`config.mk`:
```
export PLATFORM = sky130hd
export DESIGN_NAME = ram8_clr
export DESIGN_NICKNAME = d
export VERILOG_FILES = /design/src/rtl/ram8_clr.sv
export SDC_FILE = /design/constraint.sdc
export NUM_CORES = 1
export LEC_CHECK = 0
export BUFFER_PORTS_ARGS = -buffer_cell sky130_fd_sc_hd__buf_2
export CAP_MARGIN = 10
export CORE_ASPECT_RATIO = 0.7
export CORE_UTILIZATION = 61
export CTS_CLUSTER_DIAMETER = 200
export CTS_CLUSTER_SIZE = 20
export DETAILED_ROUTE_END_ITERATION = 10
export PLACE_DENSITY_LB_ADDON = 0.15
export SKIP_LAST_GASP = 1
export SLEW_MARGIN = 10
export SYNTH_ARGS = -nofsm -noshare
export SYNTH_HDL_FRONTEND = slang
export SYNTH_HIERARCHICAL = 1
export SYNTH_SLANG_ARGS = --single-unit
```
`constraint.sdc`:
```
create_clock -name clock -period 2.9 [get_ports clock]
set_clock_uncertainty 0.05 [all_clocks]
set_input_delay 0.435 -clock clock [delete_from_list [all_inputs] [get_ports clock]]
set_output_delay 0.435 -clock clock [all_outputs]
set_load 0.05 [all_outputs]
```
`src/rtl/ram8_clr.sv`:
```
// ram8_clr: 8 x 16-bit Hack register bank with a sequential bulk-clear engine.
// Leaf bank beneath RAM64/RAM512; reads are combinational, writes and clears are clocked.

module dmux8way (
    input  logic       in,
    input  logic [2:0] sel,
    output logic [7:0] out
);
    always_comb begin
        out      = '0;
        out[sel] = in;
    end
endmodule

module mux8way16 #(
    parameter int W = 16
) (
    input  logic [7:0][W-1:0] d,
    input  logic [2:0]        sel,
    output logic [W-1:0]      out
);
    assign out = d[sel];
endmodule

module ram8_clr #(
    parameter int               WIDTH     = 16,
    parameter logic [WIDTH-1:0] CLEAR_VAL = '0
) (
    input  logic             clock,
    input  logic             rst_n,
    input  logic [WIDTH-1:0] in,
    input  logic             load,
    input  logic [2:0]       address,
    input  logic             clear,
    output logic [WIDTH-1:0] out,
    output logic             busy
);
    typedef enum logic {IDLE, CLEAR} state_t;

    state_t                  state, state_nx;
    logic [2:0]              cnt, cnt_nx;
    logic                    busy_nx;
    logic                    wr_load;
    logic [7:0]              we;
    logic [7:0][WIDTH-1:0]   mem;

    // A clear request in IDLE takes priority and drops any coincident load.
    always_comb begin
        state_nx = state;
        cnt_nx   = cnt;
        busy_nx  = busy;
        wr_load  = 1'b0;
        unique case (state)
            IDLE: begin
                if (clear) begin
                    state_nx = CLEAR;
                    cnt_nx   = 3'd0;
                    busy_nx  = 1'b1;
                end else begin
                    wr_load = load;
                end
            end
            CLEAR: begin
                cnt_nx = cnt + 3'd1;
                if (cnt == 3'd7) begin
                    state_nx = IDLE;
                    busy_nx  = 1'b0;
                end
            end
        endcase
    end

    always_ff @(posedge clock or negedge rst_n) begin
        if (!rst_n) begin
            state <= IDLE;
            cnt   <= 3'd0;
            busy  <= 1'b0;
        end else begin
            state <= state_nx;
            cnt   <= cnt_nx;
            busy  <= busy_nx;
        end
    end

    dmux8way u_dmux (
        .in  (wr_load),
        .sel (address),
        .out (we)
    );

    always_ff @(posedge clock or negedge rst_n) begin
        if (!rst_n) begin
            mem <= '0;
        end else if (state == CLEAR) begin
            mem[cnt] <= CLEAR_VAL;
        end else begin
            for (int i = 0; i < 8; i++) begin
                if (we[i]) mem[i] <= in;
            end
        end
    end

    mux8way16 #(.W(WIDTH)) u_mux (
        .d   (mem),
        .sel (address),
        .out (out)
    );
endmodule
```
---- Word-level counts from Yosys, hierarchy flattened ----
Cells that the tools add are included.
word-level totals
  register bits ........................... 133
  latch bits .............................. 0
  RAM bits ................................ 0
  ROM bits ................................ 0
  input port bits ......................... 23
  output and inout port bits .............. 17
  logic and storage cells ................. 59
  memories ................................ 0
cells by class
  $add $sub $neg .......................... 1
  multiply operators ...................... 0
  div/mod/pow operators ................... 0
  $lt $le $gt $ge ......................... 4
  equal/unequal tests ..................... 3
  shift-type cells ........................ 0
  mux-type cells .......................... 25
  bitwise gates (word level) .............. 4
  reduce and logical (&&, ||, !) cells .... 11
operators by type and width
  operator             number
  $mux 16              10
  $and 128x128->128    1
  $mux 128             1
  $not 128->128        1
  $bmux 16 s3          1
  $demux 16 s3         1
  $reduce_bool 2->1    8
  $and 8x8->8          1
  $lt 3x4->1 const B   2
  $mux 1               7
  $ge 3x1->1 const B   2
  $pmux 3 s2           1
  $pmux 1 s2           2
  $add 3x1->3 const B  1
  $demux 1 s3          1
  $eq 3x3->1 const B   1
  $mux 3               1
  $logic_and 1x1->1    2
  $ne 2x1->1 const B   1
  $ne 2x2->1 const B   1
  $reduce_and 2->1     1
  $not 1->1            1

---- Depth between registers and ports, before layout ----
  word-level depth ........................ 7
  gate-level depth with buffers ........... 12
  gate-level depth less buffers ........... 5

---- Modules after synthesis ----
Netlist, hierarchy kept.
by module, submodules not included
  module     times used  cells each  area an instance (µm²)  seq. area each (µm²)
  ram8_clr   1           511         5984.5                  3328.2
  mux8way16  1           57          1071.0                  0.0
  dmux8way   1           8           95.1                    0.0

---- Least setup slack after synthesis ----
No wires, ideal clock.
  path kind ............................... reg-to-reg
  from .................................... register state
  to ...................................... register mem[53] in the netlist's numbering
  library setup time ...................... 0.122 ns
  arrival time ............................ 2.288 ns
  data required time ...................... 2.728 ns
  setup slack ............................. 0.441 ns
  stages on the path, launching flop included .. 13
  buffers on the path ..................... 7
  clock period less this slack ............ 2.459 ns
  path through ............................ dfrtp_1 > buf_4 > buf_8 > buf_6 > clkbuf_1 > nor2_1 > and2_1 > and4b_2 > clkbuf_1 > nand2b_1 > clkbuf_1 > buf_2 > a32o_1
on the way
  word-level cells in the longest chain between the ends .. 3
  elaborated cells between the ends (all ways) .. 4
  those cells by class .................... mux: 2; bitwise: 1; reduce/logical: 1
ends and longest elaborated chain
  what                                RTL line  text
  from (decl)                         40        state_t state, state_nx;
  from (signal assigned)              79        state <= state_nx;
  $mux 1                              53        unique case (state)
  via wr_load                         43        logic wr_load;
  $and 8x8->8 (no source line)        --
  via we[3]                           44        logic [7:0] we;
  $reduce_bool 2->1 (no source line)  --
  to (signal, indexed assignment)     98        if (we[i]) mem[i] <= in;
  to (decl)                           45        logic [7:0][WIDTH-1:0] mem;
The timed path passes the listed nets, and every way through them passes these cells.
A chain may end at the register's enable or synchronous reset.

---- Worst setup path after layout ----
  from .................................... input address[2]
  to ...................................... output out[6]
on the way
  word-level cells in the longest chain between the ends .. 2
ends and longest elaborated chain
  what                           RTL line  text
  from (decl)                    33        input logic [2:0] address,
  $bmux 16 s3                    22        assign out = d[sel];
  $mux 16 (implied by the code)  22
  to (decl)                      35        output logic [WIDTH-1:0] out,
No other way between the ends. The select of a mux whose other input is x is not followed.

==> results.tsv <==
metric	value	unit
outcome	completed	
largest net degree at the start of global routing	118	
CTS root buf	clkbuf_16	
Sink Count	133	
CP max stage delay	0.68	ns
syn nets	602	
slowest CP cell	buf_2	
Yosys top cell by area	dfrtp_1	
Fmax	389	MHz
Iter 0 DRT Violations	674	
Worst Tran Pin Value	0.899	ns
hold_sp	clear	
fillers	750	
Starting Density	63.8	%
Min-Delay Endpoint	cnt[1]	
drt via density	7.15	
core area	0.0112	sq mm
post-synthesis mux area share	14.2	%
number of flops mapped to enable cells by yosys	0	
final worst-path cycle share	88.6	%
drt first pass iters	6	
Max VDD drop	0.620	mV
crit path kind	in -> out	
CTS Buf Count	17	
Diodes inserted	0	
sequential-to-total area share from yosys stat	46.5	%
Post-Place Setup Slack	0.369	ns
vias after detailed routing	5432	
RSZ-0062 raised after global routing	false	
Multi-input gate area	0.00321	sq mm
ys flop type	dfrtp_1	
most used cell, CP	buf_2	
crit-path cells	buf_2 -> mux4_1 -> mux2_2 -> buf_2	
routed len/inst	27.3	um
Critical Path RT	2.41	ns
top post-synthesis cells by area	dfrtp_1, mux4_1, a32o_1	
compound-cell area share of the yosys netlist	15.7	%
Final Util	72.0	%
die height	92.6	um
Worst R2R Setup Slack	0.60	ns
flops & latches, synth	133	
Final TNS setup	0	ns
Setup crit end kind	output pin	
Mean Syn Cell Area	12.4	sq um
Final Setup Violations	0	
first-pass GRT wire length	32.4	mm
CP startpoint kind	input pin	
area of the die	0.0122	sq mm
Pleak	3.75	nW
HPWL after detailed placement	12.4	mm
Row Count	32	
CP Max Fanout	40	
H-Tree Depth	4	
CTS resizes	0	
post-route antenna net violation count	0	
total congestion overflow	0	
Syn Inst Count	576	
antenna violations before repair	0	
Nets	621	
RePlAce Congestion	0.870	
overall routing resource usage	36.3	%
register area	0.00333	sq mm
Synth top area share	46.5	%
Final Max Tran Viols	0	
Post-Synthesis Cell Area	0.00715	sq mm
Top Ports	40	
adder-cell share of the synthesized area	0.525	%
Yosys warning count	6	
WP data arrival	2.08	ns
Netlist cell types	39	
layout cells sized above 1	23.7	%
largest family of logic cells by synthesized area	compound AO/OA/AOI/OAI gates	
R2R depth	6	
RR Startpoint	state	
Fin. Hold Viols	0	
area delta synth->final	12.9	%
clock slew at reported path FFs	0.05	ns
number of remaining DRC errors	0	
vias in the first global route	5508	
clock tree buffer depth	2	
min-delay worst type	in -> reg	
Cell Pwr Density	791	mW/mm^2
fraction of registers with async set/reset	100	%
max cap viols	0	
reg2reg end	mem[35]	
Setup WS post-layout	0.331	ns
Die Width	131	um
cell count of the worst hold path	2	
Worst-Skew Late Latency	0.41	ns
min cycle time layout	2.57	ns
Synth Area in XOR/XNOR	0	%
PortBufs	39	
Slew headroom	40.1	%
CTS tree	yes	
Synth Area in Simple Gates	14.1	%
final wirelength	20.7	mm
[per-stage QoR]
step / cell area (sq um) / total power, W / std cells / hold slack, ns
after floorplan: 7150 / 0.00362 / 576 / 0.0894
after global placement: 7430 / 0.00399 / 728 / 0.405
after detailed placement: 7430 / 0.00405 / 728 / 0.405
after CTS: 8070 / 0.00635 / 760 / 0.221
after global routing: 8070 / 0.00660 / 760 / 0.235
final: 8070 / 0.00638 / 760 / 0.234
[cells in the mapped netlist (7+ instances only)]
cell	n
dfrtp_1	133
inv_1	65
nand3b_1	64
o31ai_1	64
a32o_1	50
mux4_1	28
clkbuf_1	25
buf_2	20
nor2b_1	20
mux2_2	16
a31o_2	14
and3b_1	14
buf_6	11
nand2b_1	7
[area by class of cell]
| type | instances | share of cell area, % |
|---|---|---|
| inverters | 65 | 3.02 |
| flip-flops and latches | 133 | 41.2 |
| multi-input cells | 310 | 39.8 |
| well taps | 153 | 2.37 |
| clock buffers | 19 | 5.61 |
| repair buffers | 68 | 5.80 |
| clock inverters | 12 | 2.19 |
[kinds of logic (layout without fill, tap and decap cells)]
| family | after synthesis | in the layout |
|---|---|---|
| muxes | 49 | 49 |
| adders and majority gates | 3 | 3 |
| AOI/OAI and AO/OA | 132 | 132 |
| DFF | 133 | 133 |
| buffers and inverters | 133 | 164 |
| and+or+nand+nor | 126 | 126 |
[report_power, final]
group          internal [W]  switching [W]
Combinational      0.000676        0.00103
Sequential          0.00211       0.000247
Clock               0.00148       0.000829
[critical path: cells and delay by family]
family	cells	cell delay, ns
mux	2	0.73
buf+inv	2	0.90
[flip-flops by register name (all words and copies together) (netlist names)]
| signal | count |
|---|---|
| state | 1 |
| busy | 1 |
| cnt | 3 |
| mem | 128 |
[per-layer routing]
layer	part of all wire, %	global-route usage, %	routed length (um)	vias to the layer above
li1	-	-	-	2231
met4	2.8	14.1	572	0
met3	11	10.5	2260	55
met1	41	50.4	8530	2775
met5	0	0	0	-
met2	45	54.2	9370	371
[cells in the final DEF, fill, tap and decap left out, types with 3 or more instances in the layout]
master       n
inv_1       65
mux4_1      28
a31o_2      14
bufinv_16    4
a32o_1      50
nor2b_1     20
nand3b_1    64
and3b_1     14
buf_4       25
o31ai_1     64
mux2_2      16
dfrtp_1    132
nand2b_1     7
buf_2       38
buf_12       4
clkbuf_16   17
mux4_2       4
clkinv_2     3
ha_1         3
[timing repair]
action,4_1_cts,5_1_grt
hold endpoints to repair,40,0
hold buffers,1,0
setup buffers,0,0
[worst max-delay path by stage]
stage	start	end	slack (ns)	depth (start not counted)
2_1_floorplan	state	mem[53]	0.44	12
4_1_cts	address[2]	out[6]	0.36	4
3_5_place_dp	address[2]	out[6]	0.37	4
5_1_grt	address[2]	out[6]	0.29	4
3_3_place_gp	address[2]	out[7]	0.41	4
6_report	address[2]	out[6]	0.33	4
Note: power is estimated with default switching activity, not from simulation.
